$ cat config.mk
export PLATFORM = sky130hd
export DESIGN_NAME = mac_dump
export DESIGN_NICKNAME = d
export VERILOG_FILES = /design/src/rtl/mac_dump.sv
export SDC_FILE = /design/constraint.sdc
export NUM_CORES = 1
export LEC_CHECK = 0
export ABC_CLOCK_PERIOD_IN_PS = 3900
export CAP_MARGIN = 20
export CORE_AREA = 2 2 106 108
export CTS_CLUSTER_SIZE = 14
export DETAILED_ROUTE_END_ITERATION = 8
export DIE_AREA = 0 0 108 110
export PLACE_DENSITY_LB_ADDON = 0.25
export SLEW_MARGIN = 20
export SYNTH_ARGS = -nofsm -noshare
export SYNTH_HDL_FRONTEND = slang
export SYNTH_SLANG_ARGS = --single-unit
$ cat constraint.sdc
create_clock -name clk -period 3.9 [get_ports clk]
set_clock_uncertainty 0.05 [all_clocks]
set_input_delay 0.39 -clock clk [delete_from_list [all_inputs] [get_ports clk]]
set_output_delay 0.39 -clock clk [all_outputs]
set_load 0.02 [all_outputs]
$ cat src/rtl/mac_dump.sv
// Integrate-and-dump after the DSP multiplier: sums DECIM products, shifts, saturates; 2-edge latency, never stalls upstream.
// A result that finds the output register full is dropped and flags overrun; MAC_DUMP_ROUND_EN selects round-half-up instead of floor.
module mac_dump #(
    parameter int IN_W  = 36,
    parameter int ACC_W = 48,
    parameter int OUT_W = 18,
    parameter int DECIM = 16,
    parameter int SHIFT = 30
) (
    input  logic                    clk,
    input  logic                    rst,
    input  logic                    in_valid,
    input  logic signed [IN_W-1:0]  in_data,
    output logic                    out_valid,
    input  logic                    out_ready,
    output logic signed [OUT_W-1:0] out_data,
    output logic                    sat,
    output logic                    overrun,
    input  logic                    clr
);

    localparam int CNT_W = (DECIM > 1) ? $clog2(DECIM) : 1;
    localparam logic [CNT_W-1:0] LAST = CNT_W'(DECIM - 1);

    localparam logic signed [ACC_W:0] MAXV = {{(ACC_W-OUT_W+2){1'b0}}, {(OUT_W-1){1'b1}}};
    localparam logic signed [ACC_W:0] MINV = {{(ACC_W-OUT_W+2){1'b1}}, {(OUT_W-1){1'b0}}};

    generate
        if (ACC_W < IN_W + $clog2(DECIM)) begin : g_acc_too_narrow
            $error("mac_dump: ACC_W must be >= IN_W + clog2(DECIM)");
        end
        if (DECIM < 1 || DECIM > 65535) begin : g_bad_decim
            $error("mac_dump: DECIM out of range 1..65535");
        end
        if (SHIFT < 0 || SHIFT >= ACC_W) begin : g_bad_shift
            $error("mac_dump: SHIFT out of range 0..ACC_W-1");
        end
    endgenerate

    logic signed [ACC_W-1:0] acc;
    logic signed [ACC_W-1:0] in_ext;
    logic signed [ACC_W-1:0] sum;
    logic        [CNT_W-1:0] cnt;
    logic signed [ACC_W-1:0] dump_reg;
    logic                    dump_v;

    assign in_ext = ACC_W'(in_data);
    assign sum    = acc + in_ext;

    always_ff @(posedge clk) begin
        if (rst) begin
            acc      <= '0;
            cnt      <= '0;
            dump_reg <= '0;
            dump_v   <= 1'b0;
        end else begin
            dump_v <= 1'b0;
            if (in_valid) begin
                if (cnt == LAST) begin
                    dump_reg <= sum;
                    dump_v   <= 1'b1;
                    acc      <= '0;
                    cnt      <= '0;
                end else begin
                    acc <= sum;
                    cnt <= cnt + 1'b1;
                end
            end
        end
    end

    // One extra bit of headroom so the rounding offset can never wrap.
    logic signed [ACC_W:0] dump_ext;
    logic signed [ACC_W:0] pre_shift;
    logic signed [ACC_W:0] scaled;
    logic                  clamp_hi;
    logic                  clamp_lo;
    logic signed [OUT_W-1:0] sample;

    assign dump_ext = {dump_reg[ACC_W-1], dump_reg};

`ifdef MAC_DUMP_ROUND_EN
    localparam logic signed [ACC_W:0] RND = ((ACC_W+1)'(1) << SHIFT) >> 1;
    assign pre_shift = dump_ext + RND;
`else
    assign pre_shift = dump_ext;
`endif

    assign scaled   = pre_shift >>> SHIFT;
    assign clamp_hi = scaled > MAXV;
    assign clamp_lo = scaled < MINV;
    assign sample   = clamp_hi ? MAXV[OUT_W-1:0] :
                      clamp_lo ? MINV[OUT_W-1:0] : scaled[OUT_W-1:0];

    logic load;
    logic drop;

    assign load = dump_v && (!out_valid || out_ready);
    assign drop = dump_v && out_valid && !out_ready;

    always_ff @(posedge clk) begin
        if (rst) begin
            out_valid <= 1'b0;
            out_data  <= '0;
            sat       <= 1'b0;
            overrun   <= 1'b0;
        end else begin
            if (load) begin
                out_data  <= sample;
                out_valid <= 1'b1;
            end else if (out_valid && out_ready) begin
                out_valid <= 1'b0;
            end
            // A set event in the same cycle as clr takes priority.
            sat     <= (sat && !clr) || (dump_v && (clamp_hi || clamp_lo));
            overrun <= (overrun && !clr) || drop;
        end
    end

endmodule

==> Yosys cells after proc, flatten, opt, wreduce, memory -nomap -nowiden <==
Index checks and enable logic that the tools add are counted.
W data, S select, Z words.
{ "classes": {"n_addsub": 2, "magnitude_cmp": 2, "eq_ne": 1, "muxes": 7, "bitwise": 1, "reduce_logical": 17} }
{ "op_table": {"columns": ["operator", "count"], "rows": [
  ["$add A48 B36 Y48", 1],
  ["$mux W48", 1],
  ["$mux W18", 2],
  ["$gt A18 B18 Y1 const B", 1],
  ["$lt A18 B18 Y1 const B", 1],
  ["$logic_and A1 B1 Y1", 7],
  ["$add A4 B1 Y4 const B", 1],
  ["$eq A4 B4 Y1 const B", 1],
  ["$logic_or A1 B1 Y1", 4],
  ["$mux W4", 1],
  ["$logic_not A1 Y1", 3],
  ["$mux W1", 3],
  ["$reduce_and A2 Y1", 1],
  ["$reduce_bool A2 Y1", 1],
  ["$reduce_or A2 Y1", 1],
  ["$not A1 Y1", 1]
]} }
{ "totals": {"reg_bits": 122, "in_bits": 41, "wordCells": 38} }

==> Longest topological paths before layout <==
Gate-level depths: netlist (run 1).
{ "logic_depth": {"word_depth": 4, "mapped_depth": 12, "depth_no_buf": 12} }

==> Worst setup path after synthesis (run 1) <==
OpenSTA, ideal clock, no wires.
{ "synth_timing": {"path_kind": "input -> register", "from": "in in_data[0]", "to": "reg acc[38]", "setup_time_ns": 0.117, "t_arrival_ns": 2.938, "setup_slack_ns": 0.794, "stages": 12, "path_cell_list": "ha_1 fa_1 a21o_1 a221o_1 a41oi_2 a211oi_1 o21bai_1 a21boi_1 o211ai_2 a211oi_1 or3_1 a32o_1"} }
{ "synth_between": {"elab_chain_len": 2} }
{ "synth_rtl": {"columns": ["item", "line", "rtl"], "rows": [
  ["start: declaration", "13", "input logic signed [IN_W-1:0] in_data,"],
  ["$add A48 B36 Y48", "48", "assign sum = acc + in_ext;"],
  ["$mux W48", "59", "if (cnt == LAST) begin"],
  ["end signal: assignment", "65", "acc <= sum;"],
  ["end: declaration", "40", "logic signed [ACC_W-1:0] acc;"]
]} }
No other way between the ends.
A chain may end at the register's enable or synchronous reset.

==> Final worst setup path (run 1) <==
{ "layout_timing": {"from": "in in_data[4]", "to": "reg dump_reg[47]"} }
{ "layout_between": {"elab_chain_len": 1} }
{ "layout_rtl": {"columns": ["item", "line", "rtl"], "rows": [
  ["$add A48 B36 Y48", "48", null],
  ["end signal: assignment", "60", "dump_reg <= sum;"],
  ["end: declaration", "44", "logic signed [ACC_W-1:0] dump_reg;"]
]} }
No other way between the ends.

==> reports/qor.yml, run 1 <==
outcome:
  outcome: "finished clean"
routing:
  firstDrtPassIters: 5
  drc: 0
  avgRoutedWirePerCell_um: 16.2
  antenna_left: 0
  totalWireLength_mm: 15.1
  vias: 5658
  via_per_inst: 6.06
  drt_iter0_markers: 399
synthesis:
  synth_edf_count: 0
  synth.distinct_cells: 59
  synth_nets: 835
  synthSimpleGateAreaFrac: 0.205
  synthMuxAreaShare: 0.00852
  synthArstFlopShare: 0
  synthAdderAreaFrac: 0.106
  synth-xor-area-share: 0.0552
  seq_area_frac_synth: 0.314
  ys_warn_count: 0
  avgSynthCellArea_sq_um: 7.88
  synth_compound_area_frac: 0.275
  ys.flop_type: "dfxtp_1"
  syn_inst: 745
  syn_area_sq_mm: 0.00587
  synth.ff_latch_count: 92
  synth_top_family_by_area: "compound AO/OA/AOI/OAI gates"
floorplanning:
  start_util: 0.549
  die_area_sq_mm: 0.0119
  pin_count: 62
  num_rows: 38
  die_x_um: 108
  dieHeight_um: 110
  core_area_sq_mm: 0.0107
worst_setup_path:
  start_kind: "primary input"
  crit_required_ns: 4.11
  crit_fanout: 5
  critPathCaptureType: "flip-flop"
  cp_data_arrival_time_ns: 3.74
  path_class: "primary input to flip-flop"
placement:
  port_buffers: 61
  dp_cells: 917
  pre_cts_ws_ns: 0.129
  dp_hpwl_mm: 10.9
  gp_routability_congestion: 0.889
min_path:
  hp-class: "flip-flop to flip-flop"
clock_network:
  cts_max_level: 3
  cts-root-buf: "clkbuf_8"
  clkTransAtPathRegs_ns: 0.11
  cts_setup_buffers: 0
  cts_sinks: 92
  ctsResizeCount: 0
  worstSkewPairLatency_ns: 0.38
  cts_tree: "done"
  clock_path_buffers: 2
  cts_buffers: 9
  postCtsHoldBufs: 0
cells_and_area:
  fillers: 939
  final_common_cell: "nand2_1"
  fin_nets: 878
  areaGrowthSynthToFinish_pct: 15.3
  final_cell_mix: "103 x nand2_1, 92 x dfxtp_1, 80 x a21oi_1, 60 x clkdlybuf4s50_1, 58 x nor2_1"
  largest_register_ffs: 48
  finalNonFillerCells: 933
  antennaDiodeCount: 0
  drive_gt1_frac: 0.0492
global_route:
  first_global_vias: 5324
  grt_max_degree: 50
  grt_pass1_wl_mm: 25.1
  grt_overflow_total: 0
  antenna_found_initial: 0
  grt_usage: 0.263
power_and_ir_drop:
  power_density_mw_per_mm2: 394
  ir_drop_mv: 0.197
  leakagePower_nw: 2.86
timing:
  layout_setup_ws_ns: 0.370
  period_minus_slack_ns: 3.53
  worstMarginPinSlew_ns: 1.02
  hold_viol_final: 0
  fin_crit_sh: 0.905
  fin_tns_setup_ns: 0
  fmax_mhz: 283
  rsz0062_at_grt: "no"
  final-max-slew-violation-count: 0
  setup_viol: 0
  slew_headroom: 0.318
job:
  maxCapViolCount: 0
==> worst max-delay path, stage by stage <==
cell and delay, ns:
clkdlybuf4s50_1 0.41, ha_1 0.38, a21o_1 0.17, a31oi_1 0.06
a211oi_1 0.44, o21ai_0 0.24, a211oi_1 0.35, buf_4 0.18
o21ai_1 0.11, nand2_1 0.20, mux2i_1 0.38, nor3_1 0.12
a311o_1 0.33
==> per-stage QoR <==
step	util	instance area (sq um)	hold slack [ns]	total power, mW
floorplan	-	5870	0.379	1.82
global placement	0.617	6600	0.388	2.03
detailed placement	0.617	6600	0.393	2.05
CTS	0.633	6770	0.407	2.66
global route	0.633	6770	0.431	2.84
finish	0.633	6770	0.407	2.67
==> where the power goes <==
part	switching [mW]	leakage, nW	internal (mW)	total [mW]
registers	0.0444	0.751	1.02	1.06
logic	0.573	2.01	0.425	0.998
clock network	0.371	0.0918	0.240	0.611
==> path summary, 6_finish.rpt <==
path	startpoint	end	slack (ns)	cells after the start
setup / recovery	in_data[4]	dump_reg[47]	0.37	13
hold / removal	acc[44]	acc[44]	0.41	2
setup reg to reg	acc[4]	dump_reg[47]	0.49	12
hold reg to reg	acc[44]	acc[44]	0.41	2
==> Yosys cell counts, types with 16 or more instances <==
library cell | count | area [sq um]
xnor2_1 | 22 | 193
a21o_1 | 34 | 255
o21ai_0 | 36 | 180
a21oi_1 | 80 | 400
nand3_1 | 19 | 95.1
a22oi_1 | 26 | 195
clkbuf_1 | 36 | 135
inv_1 | 16 | 60.1
nand2_1 | 103 | 387
nand4_1 | 16 | 100
dfxtp_1 | 92 | 1840
nor2_1 | 59 | 221
ha_1 | 48 | 601
==> cell type report <==
cell class,count,area [sq um],area share
clock buffers,10,128,0.0188
clock inverters,6,45.0,0.00665
inverters,16,60.1,0.00887
multi-input cells,596,3830,0.565
flip-flops and latches,92,1840,0.272
well taps,140,175,0.0259
repair buffers,73,696,0.103
==> routing by layer <==
layer	wire (um)	part of all wire	GRT usage	up-vias
met5	0	0	0	-
met4	211	0.014	0.0797	0
met3	901	0.060	0.0417	19
met2	6780	0.45	0.422	188
met1	7250	0.48	0.367	2650
li1	-	-	-	2801
==> cells by family (layout without fill, tap and decap cells) <==
logic type,count (synthesis),after routing
simple gates,259,259
mux,5,5
fa+ha+maj,49,49
compound gates,246,246
buf+inv,57,105
flops,92,92
xor+xnor,37,37
Power figures use the tool's default switching activity.
==> inputs of run 2 (changes only) <==
--- a/config.mk
+++ b/config.mk
@@ -12,7 +12,9 @@
 export DETAILED_ROUTE_END_ITERATION = 8
 export DIE_AREA = 0 0 108 110
 export PLACE_DENSITY_LB_ADDON = 0.25
+export SKIP_CTS_REPAIR_TIMING = 1
 export SLEW_MARGIN = 20
 export SYNTH_ARGS = -nofsm -noshare
 export SYNTH_HDL_FRONTEND = slang
 export SYNTH_SLANG_ARGS = --single-unit
+export TNS_END_PERCENT = 50
==> results of run 2 <==
The final DEF is identical to that of run 1; final timing and power are the same.
